<file path="src/rtl/memory_stage.sv">
// memory_stage: pipeline MEM stage.
// Issues load/store accesses on a req/ack data bus, stalls upstream while an
// access is outstanding, formats load data and registers REG_MEM_WB.
// Optional alignment trap: define MEM_MISALIGN_CHECK_EN to turn misaligned
// accesses into a non-writing, bus-free fault pulse instead of a bus request.

package memory_stage_pkg;

    typedef struct packed {
        logic        valid;
        logic [63:0] aluOut;
        logic [63:0] rs2;
        logic        isWriteBack;
        logic [4:0]  wd;
        logic        isMemRead;
        logic        isMemWrite;
        logic [2:0]  memMode;     // [1:0] size (B/H/W/D), [2] zero-extend load
        logic [63:0] instrAddr;
        logic [31:0] instr;
    } REG_EX_MEM;

    typedef struct packed {
        logic        valid;
        logic        isWriteBack;
        logic [4:0]  wd;
        logic [63:0] wdData;
        logic [63:0] instrAddr;
        logic [31:0] instr;
    } REG_MEM_WB;

    typedef struct packed {
        logic        valid;
        logic        isWb;
        logic [4:0]  wd;
        logic [63:0] wdData;
    } FORWARD_SOURCE;

endpackage

module memory_stage
    import memory_stage_pkg::*;
#(
    parameter int ADDR_W = 64
) (
    input  logic              clk,
    input  logic              rst,
    input  REG_EX_MEM         moduleIn,
    output REG_MEM_WB         moduleOut,
    output FORWARD_SOURCE     forwardSource,
    output logic              memStall,
    output logic              dreqValid,
    output logic              dreqWrite,
    output logic [ADDR_W-1:0] dreqAddr,
    output logic [1:0]        dreqSize,
    output logic [7:0]        dreqStrobe,
    output logic [63:0]       dreqData,
    input  logic              drespDataOk,
    input  logic [63:0]       drespData,
    output logic              memFault
);

    typedef enum logic {
        IDLE = 1'b0,
        BUSY = 1'b1
    } state_e;

    state_e    state_q, state_d;
    REG_MEM_WB out_q, out_d;
    logic      fault_q, fault_d;

    logic        memop;
    logic        is_store;
    logic        misaligned;
    logic [2:0]  off;
    logic [1:0]  size;
    logic [5:0]  shamt;
    logic [7:0]  size_mask;
    logic [63:0] line_shifted;
    logic [63:0] load_data;
    logic        sext;
    REG_MEM_WB   pass;

    assign memop    = moduleIn.valid & (moduleIn.isMemRead | moduleIn.isMemWrite);
    // Both read and write set is illegal; the write wins.
    assign is_store = moduleIn.isMemWrite;
    assign off      = moduleIn.aluOut[2:0];
    assign size     = moduleIn.memMode[1:0];
    assign shamt    = {off, 3'b000};
    assign sext     = ~moduleIn.memMode[2];

    // Byte-enable template for the access size, before lane alignment.
    always_comb begin
        case (size)
            2'd0:    size_mask = 8'h01;
            2'd1:    size_mask = 8'h03;
            2'd2:    size_mask = 8'h0F;
            default: size_mask = 8'hFF;
        endcase
    end

`ifdef MEM_MISALIGN_CHECK_EN
    // Address bits that must be zero for the access size (H: 1, W: 2, D: 3 bits).
    logic [2:0] align_mask;
    assign align_mask = {size_mask[4], size_mask[2], size_mask[1]};
    assign misaligned = memop & (|(off & align_mask));
`else
    // No check: misaligned accesses go to the bus with the raw address.
    assign misaligned = 1'b0;
`endif

    // Request fields come straight from the upstream register, which the
    // stall holds stable for the whole access.
    assign dreqValid  = (state_q == BUSY);
    assign dreqWrite  = is_store;
    assign dreqAddr   = moduleIn.aluOut[ADDR_W-1:0];
    assign dreqSize   = size;
    assign dreqStrobe = size_mask << off;
    assign dreqData   = moduleIn.rs2 << shamt;

    // Load alignment: bring the addressed byte down to lane 0.
    assign line_shifted = drespData >> shamt;

    // Truncate the aligned load to its size and sign- or zero-extend it.
    always_comb begin
        case (size)
            2'd0:    load_data = {{56{sext & line_shifted[7]}},  line_shifted[7:0]};
            2'd1:    load_data = {{48{sext & line_shifted[15]}}, line_shifted[15:0]};
            2'd2:    load_data = {{32{sext & line_shifted[31]}}, line_shifted[31:0]};
            default: load_data = line_shifted;
        endcase
    end

    // Writeback record for a straight pass-through of the incoming instruction.
    always_comb begin
        pass.valid       = moduleIn.valid;
        pass.isWriteBack = moduleIn.isWriteBack;
        pass.wd          = moduleIn.wd;
        pass.wdData      = moduleIn.aluOut;
        pass.instrAddr   = moduleIn.instrAddr;
        pass.instr       = moduleIn.instr;
    end

    // Next state, stall and next writeback record.
    always_comb begin
        // NOTE: every output of this block gets a default first, so no path
        // leaves one unassigned and no latch is inferred.
        state_d     = state_q;
        out_d       = out_q;
        out_d.valid = 1'b0;
        fault_d     = 1'b0;
        memStall    = 1'b0;
        case (state_q)
            IDLE: begin
                if (misaligned) begin
                    out_d             = pass;
                    out_d.valid       = 1'b1;
                    out_d.isWriteBack = 1'b0;
                    fault_d           = 1'b1;
                end else if (memop) begin
                    memStall = 1'b1;
                    state_d  = BUSY;
                end else begin
                    out_d = pass;
                end
            end
            BUSY: begin
                if (drespDataOk) begin
                    state_d     = IDLE;
                    out_d       = pass;
                    out_d.valid = 1'b1;
                    if (!is_store) begin
                        out_d.wdData = load_data;
                    end
                end else begin
                    memStall = 1'b1;
                end
            end
            default: state_d = IDLE;
        endcase
    end

    // Bypass info: load data is only visible on the completing cycle.
    always_comb begin
        forwardSource.valid  = moduleIn.valid;
        forwardSource.isWb   = moduleIn.isWriteBack;
        forwardSource.wd     = moduleIn.wd;
        forwardSource.wdData = moduleIn.aluOut;
        if ((state_q == BUSY) && drespDataOk && !is_store) begin
            forwardSource.wdData = load_data;
        end
    end

    // State, writeback register and fault pulse; reset drops any access in flight.
    always_ff @(posedge clk or posedge rst) begin
        if (rst) begin
            state_q <= IDLE;
            out_q   <= '0;
            fault_q <= 1'b0;
        end else begin
            // NOTE: non-blocking assignments so every register samples the
            // pre-edge values regardless of statement order.
            state_q <= state_d;
            out_q   <= out_d;
            fault_q <= fault_d;
        end
    end

    assign moduleOut = out_q;
    assign memFault  = fault_q;

endmodule

</file>
<file path="config.mk">
export PLATFORM = sky130hd
export DESIGN_NAME = memory_stage
export DESIGN_NICKNAME = d
export VERILOG_FILES = /design/src/rtl/memory_stage.sv
export SDC_FILE = /design/constraint.sdc
export NUM_CORES = 1
export LEC_CHECK = 0
export ABC_AREA = 1
export CAP_MARGIN = 20
export CORE_AREA = 5 5 261 263
export DETAILED_ROUTE_END_ITERATION = 7
export DIE_AREA = 0 0 266 268
export PLACE_DENSITY = 0.43
export RECOVER_POWER = 50
export SLEW_MARGIN = 15
export SYNTH_ARGS = -nofsm -noshare
export SYNTH_HDL_FRONTEND = slang
export SYNTH_SLANG_ARGS = --single-unit
export TNS_END_PERCENT = 10
</file>
<file path="constraint.sdc">
create_clock -name clk -period 5.3 [get_ports clk]
set_input_delay 1.06 -clock clk [delete_from_list [all_inputs] [get_ports clk]]
set_output_delay 1.06 -clock clk [all_outputs]
set_load 0.005 [all_outputs]
</file>
Yosys cells after proc, flatten, opt, wreduce, memory -nomap -nowiden
Index checks and enable logic that the tools add are counted.
- equal/unequal tests: 4
- shift-type cells: 3
- mux-type cells: 10
- bitwise operators: 7
- reduce and logical (&&, ||, !) cells: 5
- operator list (kind ; number):
    167-bit two-way mux ; 2
    167-bit one-hot mux with 2 select lines ; 1
    64-bit one-hot mux with 3 select lines ; 1
    64-bit two-way mux ; 2
    64-bit by 6-bit << shifter with 64-bit output ; 1
    64-bit by 6-bit right shift with 64-bit output ; 1
    8-bit one-hot mux with 3 select lines ; 1
    8-bit by 3-bit << shifter with 8-bit output ; 1
    1-bit AND ; 4
    2-bit inequality test, second input constant ; 2
    2-bit by 1-bit == test with 1-bit output, second input constant ; 1
    2-bit == test, second input constant ; 1
    1-bit logical AND ; 2
    2-bit zero test ; 1
    1-bit two-way mux ; 2
    1-bit NOT ; 2
    1-bit one-hot mux with 2 select lines ; 1
    2-bit AND reduction ; 1
    1-bit zero test ; 1
    1-bit bitwise OR ; 1
- register bits: 168
- bits of input ports: 303
- output and inout bits: 380
- word-level logic and storage cells: 36

Logic depth before layout (Yosys ltp)
- word-level depth: 6
- mapped depth: 14
- mapped depth without buffers: 11

Worst setup path before layout
No wires, ideal clock.
- path kind: input to output
- start point: input port moduleIn[97] (netlist bit)
- end point: output port forwardSource[55] (netlist bit)
- arrival time: 2.229 ns
- data required time: 4.240 ns
- setup slack: 2.011 ns
- stages: 11
- buffers on the path: 2
- path through: nor2_1 clkinv_1 nor2_1 nand2_4 nand2_4 inv_2 buf_6 buf_12 o211ai_2 nand2_1 nand2_1
- RTL lines (what ; line ; source):
    start, declared ; 47 ; input REG_EX_MEM moduleIn,
    end, declared ; 49 ; output FORWARD_SOURCE forwardSource,

==> metrics.md <==
| Metric | Value |
|---|---|
| Via/cell ratio | `4.37` |
| # setup viols final | `0` |
| Startpoint Class | `input port` |
| Leading cell types in the layout, fill and taps excluded | `818 x nand2_1, 504 x clkdlybuf4s50_1, 174 x dlygate4sd3_1` |
| Routed Wire Length | `74000 µm` |
| First-pass GRT wire length | `102000 µm` |
| Clock Sinks | `168` |
| GRT overflow | `0` |
| FF/Latch Area | `0.00420 mm²` |
| Die width | `266 µm` |
| Final net count | `2646` |
| DR WL/cell | `22.9 µm` |
| DR vias | `14118` |
| R2R Path Start | `dreqValid` |
| Static leakage | `9.23 nW` |
| Most common cell after layout, fill and taps aside | `nand2_1` |
| CTS resizes | `0` |
| Post-synthesis sequential area ratio | `0.354` |
| Largest net degree at the start of global routing | `84` |
| DR DRC count | `0` |
| P&R area growth vs syn | `64.9%` |
| IO Pins | `683` |
| Max VDD drop | `223 µV` |
| Outcome | `complete, but fails checks` |
| Slowest stage delay, CP | `0.74 ns` |
| Cells on worst reg2reg path | `7` |
| Worst rel slew slack | `-1.05` |
| TritonCTS clock tree | `built` |
| Synth cell types | `35` |
| Worst-margin pin slew | `3.08 ns` |
| Inserted Clock Buffers | `17` |
| Later-pin clock latency in the skew report | `0.46 ns` |
| Initial drt markers | `1147` |
| GPL Wtd Cong | `0.878` |
| Clk pin slew, worst setup/hold paths | `0.07 ns` |
| Area of the multi-input gates | `0.00612 mm²` |
| Hold Path Stages | `2` |
| Worst Skew | `0.0187 ns` |
| Post-CTS Setup Bufs | `0` |
| Mean Syn Cell Area | `6.60 µm²` |
| Critical path class | `input port to primary output` |
| Clock Path Buffers | `2` |
| HPWL Detailed | `59200 µm` |
| Hold endpoint | `moduleOut[81]` |
| Layout fillers | `7202` |
| Overall Global Routing Usage | `0.195` |
| Max Freq | `0.194 GHz` |
| Worst Hold Class | `register to register` |
| Setup TNS | `0 ns` |
| Crit-path max FO | `28` |
| Core area | `0.0654 mm²` |
| Cell with the largest stage delay on the worst path | `clkdlybuf4s50_1` |
| R2R Setup Slk | `1.54 ns` |
| # hold bufs at CTS | `0` |
| Final hold vios | `0` |
| RSZ-0062 raised after global routing | `no` |
| Async set-reset flop share out of synthesis | `1.00` |
| Worst Path Required | `4.24 ns` |
| Antenna-violating nets left | `0` |
| Root Driver | `clkbuf_16` |
| # rows | `94` |
| Arr. time, crit path | `4.09 ns` |
| HP Start | `moduleOut[81]` |
| Share of cells above drive strength 1 | `0.0543` |
| Die H | `268 µm` |
| Failing checks | `max-capacitance violations, max-slew violations` |
| Post-synthesis register bit count | `168` |
| Initial antenna violation count | `15` |
| Tot Pwr | `5.71 mW` |
| Max cap viols | `5` |
| Tcrit/Tclk final | `0.972` |
| Die Area | `0.0713 mm²` |
| Crit-path cells | `clkdlybuf4s50_1, nor3_1, buf_4, nand3_4, nand2_4, inv_2, o21ai_0, nand2_1, nand2_1, clkdlybuf4s50_1` |
| Pre-antenna DRT Iters | `5` |
| Synthesized cell area | `0.0119 mm²` |
| Initial Utilization | `0.181` |
| H-tree levels | `4` |
| Gate Count Post-Synth | `1799` |
| Top FF cell, synth | `dfrtp_1` |
| Post-Syn Nets | `2102` |
| # port buffers | `681` |
| CP Capture Type | `primary output` |
| Number of global-route vias before repair | `14173` |
| Final slew viol count | `326` |
| Pwr dens | `292 mW/mm²` |
| Worst r2r dst | `moduleOut[83]` |
| Min Tclk post-route | `5.15 ns` |
| Number of enable flip-flop cells after synthesis | `0` |
| Ys Warns | `0` |
## cells by family after synthesis
family / synth area share
other cells: 0.000316
compound gates: 0.150
buf+inv: 0.131
mux: 0.0186
simple gates: 0.346
flops: 0.354
## per-stage QoR
step | area, µm² | setup WS (ns) | std cells | hold WS, ns | util
2_1_floorplan | 11900 | 2.01 | 1799 | 0.472 | -
3_3_place_gp | 19000 | 0.185 | 3188 | 0.463 | 0.290
3_5_place_dp | 19000 | 0.128 | 3188 | 0.464 | 0.290
4_1_cts | 19600 | 0.120 | 3220 | 0.484 | 0.299
5_1_grt | 19600 | 0.0430 | 3231 | 0.493 | 0.299
6_report | 19600 | 0.151 | 3232 | 0.473 | 0.299
## worst max path at each step
stage | startpoint | end | slack [ns] | cells past startpoint
after floorplan | moduleIn[97] | forwardSource[55] | 2.01 | 11
after global placement | moduleIn[97] | forwardSource[18] | 0.19 | 10
after detailed placement | moduleIn[96] | forwardSource[18] | 0.13 | 11
after CTS | moduleIn[96] | forwardSource[18] | 0.12 | 11
after global routing | moduleIn[96] | forwardSource[18] | 0.04 | 11
final | moduleIn[97] | forwardSource[18] | 0.15 | 10
## critical path, delay by kind of cell
| kind | cells | cell delay [ns] |
|---|---|---|
| AND/OR/NAND/NOR | 5 | 0.66 |
| AO/OA/AOI/OAI | 1 | 0.44 |
| buffers and inverters | 4 | 1.93 |
## where the power goes
group	switching [mW]	total (mW)	internal (mW)	leakage (nW)
combinational	1.28	2.49	1.21	6.87
sequential	0.196	1.83	1.63	2.06
clock	0.632	1.39	0.755	0.300
total	2.11	5.71	3.60	9.23
## metal layers
metal  GRT usage  part of all wire  vias up
met1       0.245              0.42     6773
met5           0           0.00046        -
li1            -                 -     6800
met3      0.0385             0.055       63
met4      0.0522             0.020        4
met2       0.342              0.51      478
## registers in the layout, summed over array words and instances, names as in the netlist
register   cells
moduleOut    167
dreqValid      1
## cell type report
cell class,instances,area share
Tap cell,864,0.0552
Antenna cell,12,0.00153
Sequential cell,168,0.215
Timing Repair Buffer,723,0.363
Multi-Input combinational cell,1325,0.313
Clock buffer,17,0.0217
Clock inverter,15,0.00965
Inverter,108,0.0209
## cell usage after synthesis (2+ instances only)
library cell	number	area share
a31oi_1	4	0.0021
nand2_2	13	0.0069
o21ai_0	136	0.057
o211ai_2	16	0.017
o21ai_1	2	0.00084
inv_2	2	0.00063
inv_1	103	0.033
a22oi_1	10	0.0063
buf_4	83	0.053
or2_2	4	0.0021
a22o_1	23	0.017
buf_2	36	0.015
buf_1	21	0.0066
nand3_1	98	0.041
buf_6	3	0.0028
dfrtp_1	168	0.35
nand2_4	4	0.0038
mux2i_1	22	0.019
o211ai_1	48	0.030
nand2_1	818	0.26
clkbuf_1	53	0.017
clkinv_1	3	0.00095
a21oi_1	32	0.013
nor2_1	66	0.021
nand3_2	5	0.0042
o22ai_1	9	0.0047
nand4_1	9	0.0047
Power figures use the tool's default switching activity.
